### src/rtl/axis_rx_arbiter.sv
// axis_rx_arbiter: packet-granular round-robin arbiter sharing one AXI-Stream RX path
module axis_rx_arbiter #(
    parameter int DATA_WIDTH = 64,
    parameter int NUM_PORTS  = 2,
    parameter int CNT_WIDTH  = 16
) (
    input  logic                            clk,
    input  logic                            rst_n,
    input  logic [NUM_PORTS-1:0]            s_tvalid,
    input  logic [NUM_PORTS*DATA_WIDTH-1:0] s_tdata,
    input  logic [NUM_PORTS*DATA_WIDTH/8-1:0] s_tkeep,
    input  logic [NUM_PORTS-1:0]            s_tlast,
    output logic [NUM_PORTS-1:0]            s_tready,
    input  logic [NUM_PORTS-1:0]            port_en,
    output logic                            m_tvalid,
    output logic [DATA_WIDTH-1:0]           m_tdata,
    output logic [DATA_WIDTH/8-1:0]         m_tkeep,
    output logic                            m_tlast,
    input  logic                            m_tready,
    output logic [NUM_PORTS-1:0]            grant,
    output logic                            busy,
    output logic [NUM_PORTS*CNT_WIDTH-1:0]  pkt_count
);
    localparam int KW = DATA_WIDTH / 8;
    localparam int PW = $clog2(NUM_PORTS);

    typedef enum logic {IDLE, LOCKED} state_t;

    state_t                               state, state_d;
    logic [PW-1:0]                        owner, sel, rr_ptr;
    logic [NUM_PORTS-1:0][CNT_WIDTH-1:0]  cnt;
    logic [NUM_PORTS-1:0]                 req;
    logic                                 locked, done;

    assign req       = s_tvalid & port_en;
    assign locked    = state == LOCKED;
    assign done      = locked && m_tvalid && m_tready && m_tlast;
    assign pkt_count = cnt;

    // first requester at or after rr_ptr; scanning downward lets the nearest one win
    always_comb begin
        sel = rr_ptr;
        for (int i = NUM_PORTS - 1; i >= 0; i--)
            if (req[(int'(rr_ptr) + i) % NUM_PORTS]) sel = PW'((int'(rr_ptr) + i) % NUM_PORTS);
    end

    // state register
    always_ff @(posedge clk or negedge rst_n)
        if (!rst_n) state <= IDLE;
        else        state <= state_d;

    // lock on any request in IDLE, release once the tlast beat handshakes
    always_comb
        state_d = (state == IDLE) ? (|req ? LOCKED : IDLE) : (done ? IDLE : LOCKED);

    // owner capture, round-robin pointer advance and per-port packet counters
    always_ff @(posedge clk or negedge rst_n)
        if (!rst_n) begin
            owner  <= '0;
            rr_ptr <= '0;
            cnt    <= '0;
        end else begin
            if (state == IDLE && |req) owner <= sel;
            if (done) begin
                rr_ptr     <= (owner == PW'(NUM_PORTS - 1)) ? '0 : owner + 1'b1;
                cnt[owner] <= cnt[owner] + 1'b1;
            end
        end

    // combinational pass-through of the owner while locked, all quiet when idle
    always_comb begin
        m_tvalid = locked & s_tvalid[owner];
        m_tdata  = locked ? s_tdata[owner*DATA_WIDTH +: DATA_WIDTH] : '0;
        m_tkeep  = locked ? s_tkeep[owner*KW +: KW] : '0;
        m_tlast  = locked & s_tlast[owner];
        s_tready = locked ? (NUM_PORTS'(m_tready) << owner) : '0;
        grant    = locked ? (NUM_PORTS'(1) << owner) : '0;
        busy     = locked;
    end
endmodule

### config.mk
export PLATFORM = sky130hd
export DESIGN_NAME = axis_rx_arbiter
export DESIGN_NICKNAME = d
export VERILOG_FILES = /design/src/rtl/axis_rx_arbiter.sv
export SDC_FILE = /design/constraint.sdc
export NUM_CORES = 1
export LEC_CHECK = 0
export CAP_MARGIN = 5
export CORE_AREA = 8 8 107 109
export CTS_CLUSTER_SIZE = 12
export DETAILED_ROUTE_END_ITERATION = 12
export DIE_AREA = 0 0 115 117
export PLACE_DENSITY = 0.92
export SLEW_MARGIN = 20
export SYNTH_ARGS = -nofsm -noshare
export SYNTH_HDL_FRONTEND = slang
export SYNTH_SLANG_ARGS = --single-unit
### constraint.sdc
create_clock -name clk -period 2.85 [get_ports clk]
set_clock_uncertainty 0.05 [all_clocks]
set_input_delay 0.57 -clock clk [delete_from_list [all_inputs] [get_ports clk]]
set_output_delay 0.57 -clock clk [all_outputs]
set_load 0.1 [all_outputs]
== After elaboration in Yosys (flattened, before gate mapping) ==
Cells that the tools add are included.
Widths: inputs -> output; s select.
Storage, ports and cells
  register bits after elaboration: 35
  bits of input ports: 153
  output and inout port bits: 111
  word-level logic and storage cells: 51
Cells by class
  add/sub/neg operators: 3
  magnitude comparators: 4
  shift-type cells: 4
  multiplexer cells: 24
  bitwise gates (word level): 5
  reduce and logical (&&, ||, !) cells: 6
Operators with widths (number)
  $shiftx 128x8->64: 1
  $mux 64: 1
  $mux 16: 3
  $bwmux 32: 1
  $add 16x1->16 const B: 1
  $demux 16 s1: 1
  $shiftx 16x5->8: 1
  $mux 1: 15
  $mux 8: 1
  $logic_and 1x1->1: 5
  $lt 1x2->1 const B: 2
  $mux 2: 2
  $lt 2x3->1 const B: 1
  $add 1x1->1 const B: 2
  $and 1x1->1: 2
  $and 2x2->2: 1
  $reduce_or 2->1: 1
  $shl 1x1->2: 1
  $shl 1x1->2 const A: 1
  $and 1x1->1 const A: 1
  $ge 1x1->1 const B: 1
  $not 1->1: 1

== Logic depth before layout (Yosys ltp) ==
Gate-level depths: netlist of run 1.
  depth after elaboration: 8
  gate-level depth with buffers: 10
  mapped depth without buffers: 6

== Worst setup path after synthesis of run 1 ==
Ideal clock, no wire load.
  path type: register to output
  start point: register state (netlist: busy)
  end point: output grant[0]
  data arrival time: 2.785 ns
  data required time: 2.230 ns
  setup slack: -0.555 ns
  stages on the path, launching flop included: 4
  path buffers: 2
  cells stage by stage: dfrtp_1 buf_4 clkbuf_1 nor2b_1
On the way
  cells in the longest elaborated chain, start to end: 1
Ends and longest elaborated chain
  start, declared: RTL line 29  | state_t state, state_d;
  start signal, assigned: RTL line 50  | else state <= state_d;
  $mux 2: RTL line 77  | grant = locked ? (NUM_PORTS'(1) << owner) : '0;
  end, declared: RTL line 20  | output logic [NUM_PORTS-1:0] grant,
No other way between the ends.

== Worst setup path after layout of run 1 ==
  start point: register owner
  end point: output m_tdata[33]
On the way
  cells in the longest elaborated chain, start to end: 2
Ends and longest elaborated chain
  start, declared: RTL line 30  | logic [PW-1:0] owner, sel, rr_ptr;
  start signal, assigned: RTL line 63  | if (state == IDLE && |req) owner <= sel;
  $shiftx 128x8->64: RTL line 73  | m_tdata = locked ? s_tdata[owner*DATA_WIDTH +: DATA_WIDTH] : '0;
  $mux 64: RTL line 73
  end, declared: RTL line 16  | output logic [DATA_WIDTH-1:0] m_tdata,
No other way between the ends.

==> results of run 1 <==
metrics by stage:
| stage | util (%) | TNS [ns] | setup WS (ns) | total power, uW | hold WS [ns] |
|---|---|---|---|---|---|
| 6_report | 70.8 | 0 | 0.240 | 9890 | 0.425 |
| 3_5_place_dp | 69.4 | 0 | 0.517 | 9420 | 0.424 |
| 3_3_place_gp | 69.4 | 0 | 0.616 | 9300 | 0.420 |
| 5_1_grt | 70.8 | 0 | 0.177 | 10100 | 0.447 |
| 2_1_floorplan | - | -2.22 | -0.0385 | 6370 | 0.224 |
| 4_1_cts | 70.8 | 0 | 0.230 | 9960 | 0.434 |
registers in the layout, indices dropped and copies added, names as in the netlist:
signal / cells
owner: 1
busy: 1
rr_ptr: 1
pkt_count: 32
Yosys cell counts, drive strengths merged:
| library cell | instances | area, um^2 |
|---|---|---|
| mux2i | 76 | 761 |
| nor2b | 75 | 469 |
| dfrtp | 35 | 876 |
| nand2 | 23 | 86.3 |
| xnor2 | 23 | 201 |
| nand3 | 19 | 100 |
| buf | 16 | 128 |
| nand4 | 15 | 124 |
| clkbuf | 10 | 37.5 |
| nor2 | 6 | 22.5 |
| mux2 | 5 | 60.1 |
| o21ai | 5 | 25.0 |
| a22oi | 3 | 36.3 |
| and2 | 3 | 18.8 |
| and3 | 3 | 18.8 |
| nand3b | 3 | 22.5 |
| nand4b | 3 | 26.3 |
| a211o | 2 | 17.5 |
| a211oi | 2 | 20.0 |
| a21oi | 2 | 13.8 |
| inv | 2 | 7.51 |
| o21a | 2 | 15.0 |
| xor2 | 2 | 17.5 |
| a21bo | 1 | 10.0 |
| a221oi | 1 | 15.0 |
| ha | 1 | 12.5 |
| nand2b | 1 | 6.26 |
| o31ai | 1 | 7.51 |
worst min path at each step:
stage	slack [ns]	end
floorplan	0.22	busy
global placement	0.42	pkt_count[31]
CTS	0.43	pkt_count[31]
finish	0.43	pkt_count[31]
global route	0.45	pkt_count[31]
detailed placement	0.42	pkt_count[31]
power by group:
part           total, uW  switching [uW]  internal, uW
Sequential           744             182           563
Combinational       8620            5540          3080
Clock                533             184           349
cells by family (layout without fill, tap and decap cells):
group,after synthesis,after routing,synth area share (%)
multiplexers,81,81,26.0
XOR/XNOR,25,25,6.94
adder cells (fa/ha/maj),1,1,0.396
AO/OA/AOI/OAI,19,19,5.07
AND/OR/NAND/NOR,151,151,28.4
buffers and inverters,28,283,5.47
flip-flops,35,35,27.8
cell type report:
type                            count  share of cell area [%]
Timing Repair Buffer              273                    49.3
Multi-Input combinational cell    277                    33.7
Clock inverter                      3                   0.964
Tap cell                          136                    2.43
Clock buffer                        5                   0.982
Sequential cell                    35                    12.6
Inverter                            2                   0.107
per-layer routing:
layer  vias to the layer above  global-route usage [%]
met5                         -                       0
met3                        20                    6.26
met4                         0                    6.48
met2                       166                    40.2
met1                      1705                    22.7
li1                       1686                       -
==> flow_summary.json, run 1 <==
{
  "crit_family": "flip-flops",
  "wl_per_cell_um": 20.8,
  "grt_pass1_vias": 3901,
  "place_area_um2": 6870,
  "critPathCapture": "m_tdata[33]",
  "startpoint_type": "flop",
  "tightest_slew_ns": 0.807,
  "drt_iter0_drc": 129,
  "min_path_cells": 1,
  "setup_viol": 0,
  "power_density_nw_per_um2": 1410,
  "area_growth_pct": 122,
  "yosys_warnings": 0,
  "ys_types": 36,
  "post_cts_buffers": 0,
  "routed-wl-met2_mm": 8.50,
  "port_buffers": 263,
  "initial_core_util_pct": 31.9,
  "power_leakage_uw": 0.00313,
  "path_clk_slew_ns": 0.07,
  "dieWidth_um": 115,
  "clock_latency_ns": 0.29,
  "ios": 264,
  "min_path_type": "reg2reg",
  "via_per_inst": 4.89,
  "die_h_um": 117,
  "rsz0062_at_grt": "false",
  "critical_path_cell_count": 4,
  "htreeDepth": 2,
  "nets": 748,
  "hpwl_mm": 13.2,
  "design_area_um2": 7010,
  "hold_start": "pkt_count[31]",
  "netlist_area_um2": 3160,
  "ys_ff_latch": 35,
  "slew_violations": 0,
  "cp_slowest_cell": "dfrtp_4",
  "clockBufferDepth": 2,
  "critPathKind": "reg2out",
  "core-area_um2": 9910,
  "clockRootBuffer": "clkbuf_8",
  "critical_path.startpoint": "owner",
  "final_cells": 731,
  "mostFrequentLayoutCell": "clkdlybuf4s50_1",
  "worstReg2RegEnd": "pkt_count[27]",
  "crit_required_ns": 2.23,
  "numCtsBuffers": 5,
  "gp_congestion": 0.875,
  "timing.rr.start": "owner",
  "firstDrtPassIters": 4,
  "final_antenna_net_count": 0,
  "clock_sinks": 35,
  "grt_pass1_wl_mm": 22.1,
  "final_cell_mix": "clkdlybuf4s50_1 (152), buf_12 (82), mux2i_1 (76), nor2b_2 (61), buf_4 (39)",
  "fillers": 710,
  "ctsResizeCount": 0,
  "drive_gt1_share_pct": 36.8,
  "seq_area_um2": 881,
  "wl_met1_mm": 5.20,
  "multi_input_area_um2": 2360,
  "finalHoldViolations": 0,
  "r2r_setup_slack_ns": 0.60,
  "synth_nets": 494,
  "vias": 3577,
  "crit_buf_inv": 2,
  "crit_path_end_kind": "output pin",
  "fin_crit_sh_pct": 91.6,
  "grt_use_total_pct": 21.5,
  "antenna-diode-count": 0,
  "grt-ovfl-total": 0,
  "fmax_mhz": 383,
  "antenna_found_initial": 0,
  "postCtsHoldBufs": 0,
  "drv_cap": 0,
  "highest_layer": "met4",
  "path_max_fanout": 44,
  "syn_area_per_cell_um2": 9.28,
  "drt_wl_total_mm": 15.2,
  "irDropWorstVdd_uv": 1250,
  "cts_tree": "built",
  "worstRegToRegCells": 5,
  "path_cells": "buf_12, mux2i_1, nor2b_4, buf_12",
  "crit_top_cell": "buf_12",
  "max_stage_delay_ns": 0.63,
  "wl_met3_mm": 1.20,
  "status": "finished clean",
  "drcViolationCount": 0,
  "grt_max_degree": 46,
  "ys_seq_area_share_pct": 27.8,
  "min_period_ns": 2.61,
  "worst_slew_margin_rel_pct": 46.0,
  "rows": 37,
  "dieArea_um2": 13500,
  "worstPathArrival_ns": 1.99,
  "dpl.cell_count": 723,
  "synth_cells": 340
}
Note: power is estimated with default switching activity, not from simulation.
==> run 2: changes to the inputs <==
==> constraint.sdc (replaced) <==
create_clock -name clk -period 2.85 [get_ports clk]
set_clock_uncertainty 0.05 [all_clocks]
set_input_delay 0.57 -clock clk [delete_from_list [all_inputs] [get_ports clk]]
set_output_delay 0.57 -clock clk [all_outputs]
set_load 0.005 [all_outputs]
==> run 2 against run 1 <==
Non-clock buffer count up 2. Wire length down 4.0%. Highest routed layer is now met5. Clock power down 13%. Total power down 59%. Clock-buffer cell count up 1. Sequential share of layout area up 2.0 points. Die area unchanged. Cell count up 0.41%. Core utilization down 9.7 points. Sequential power down 2%. Critical path depth unchanged. Largest power group unchanged. Combinational power down 66%.
==> flow_summary.json, run 2 (synthesis results as in run 1) <==
{
  "min_path_type": "reg2reg",
  "place_area_um2": 5930,
  "final_cell_mix": "clkdlybuf4s50_1 (263), mux2i_1 (76), nor2b_1 (75), dfrtp_1 (33)",
  "crit_path_end_kind": "output pin",
  "hpwl_mm": 12.5,
  "port_buffers": 263,
  "irDropWorstVdd_uv": 405,
  "numCtsBuffers": 5,
  "critPathKind": "reg2out",
  "clock_latency_ns": 0.29,
  "antenna_found_initial": 2,
  "grt_pass1_wl_mm": 21.0,
  "setup_viol": 0,
  "drv_cap": 0,
  "crit_family": "buffers and inverters",
  "area_growth_pct": 91.6,
  "design_area_um2": 6050,
  "fin_crit_sh_pct": 94.4,
  "wl_per_cell_um": 19.9,
  "post-route-util_pct": 61.0,
  "startpoint_type": "flop",
  "drcViolationCount": 0,
  "dieArea_um2": 13500,
  "final.setup.tns_ns": 0,
  "vias": 3580,
  "firstDrtPassIters": 4,
  "ctsResizeCount": 0,
  "tightest_slew_ns": 0.556,
  "core-area_um2": 9910,
  "initial_core_util_pct": 31.9,
  "crit_buf_inv": 2,
  "power_density_nw_per_um2": 675,
  "via_per_inst": 4.88,
  "grt_pass1_vias": 3645,
  "worst_slew_margin_rel_pct": 62.9,
  "drt_wl_total_mm": 14.6,
  "status": "finished clean",
  "worstPathArrival_ns": 2.07,
  "power_leakage_uw": 0.00244,
  "mostFrequentLayoutCell": "clkdlybuf4s50_1",
  "post-route-worst-setup-slack_ns": 0.158,
  "grt_max_degree": 66,
  "grt-ovfl-total": 0,
  "rsz0062_at_grt": "false",
  "drt_iter0_drc": 262,
  "final_antenna_net_count": 0,
  "nets": 750,
  "cts_tree": "built",
  "post_cts_buffers": 0,
  "drive_gt1_share_pct": 5.86,
  "crit_required_ns": 2.23,
  "postCtsHoldBufs": 0,
  "clockBufferDepth": 2,
  "ios": 264,
  "cp_slowest_cell": "dfrtp_4",
  "rows": 37,
  "post-place-ws_ns": 0.309,
  "htreeDepth": 2,
  "max_stage_delay_ns": 0.69,
  "min_period_ns": 2.69,
  "slew_violations": 0,
  "path_max_fanout": 26,
  "grt_use_total_pct": 20.2,
  "fmax_mhz": 372,
  "gp_congestion": 0.871,
  "path_cells": "buf_12, mux2i_1, nor2b_1, clkdlybuf4s50_1",
  "dieWidth_um": 115,
  "path_clk_slew_ns": 0.07,
  "finalHoldViolations": 0,
  "die_h_um": 117,
  "largest_reg_flops": 32,
  "clock_sinks": 35,
  "clockRootBuffer": "clkbuf_8"
}
## run 2: worst register-to-register path: stages, from the launching register on
cell      delay [ns]
dfrtp_4         0.69
buf_4           0.29
mux2_2          0.39
ha_1            0.24
inv_1           0.09
a211oi_2        0.05
buf_4           0.19
a211o_1         0.30
nand3_1         0.07
## run 2: layout make-up
class                      instances  area [um^2]
clock buffer                       6         82.6
tap                              136          170
antenna                            1         2.50
fill                             849         3860
sequential                        35          881
timing repair buffer             275         2760
inverter                           2         7.51
clock inverter                     2         35.0
multi-input combinational        277         2110
## run 2: where the power goes
group	internal (uW)	leakage, uW	switching (uW)
Sequential	563	0.000471	167
Combinational	1810	0.00190	1070
Clock	283	0.0000612	183
Total	2660	0.00244	1420
## run 2: stage by stage
stage                     hold WS [ns]  total power, uW  instances
after floorplan                  0.224             2040        340
after detailed placement         0.424             3640        725
after global routing             0.459             4310        734
final                            0.445             4080        734
after CTS                        0.448             4120        733
after global placement           0.413             3570        725
## run 2: worst paths after layout
path	startpoint	end	slack (ns)	depth (start not counted)
worst max-delay path	owner	m_tdata[45]	0.16	4
worst min-delay path	pkt_count[31]	pkt_count[31]	0.45	1
max in group asynchronous	rst_n	owner	1.75	2
worst max register to register	owner	pkt_count[24]	0.42	8
min in group asynchronous	rst_n	pkt_count[19]	0.65	2
worst min register to register	pkt_count[31]	pkt_count[31]	0.45	1
## run 2: layer usage
layer  share of wire (%)  track usage [%]  wire length [um]  vias to the layer above
met2                  52             38.2              7650                      167
met4                 2.8             6.74               412                        2
li1                    -                -                 -                     1688
met3                 8.0             4.41              1180                       25
met5               0.089                0                13                        -
met1                  37             21.8              5360                     1698
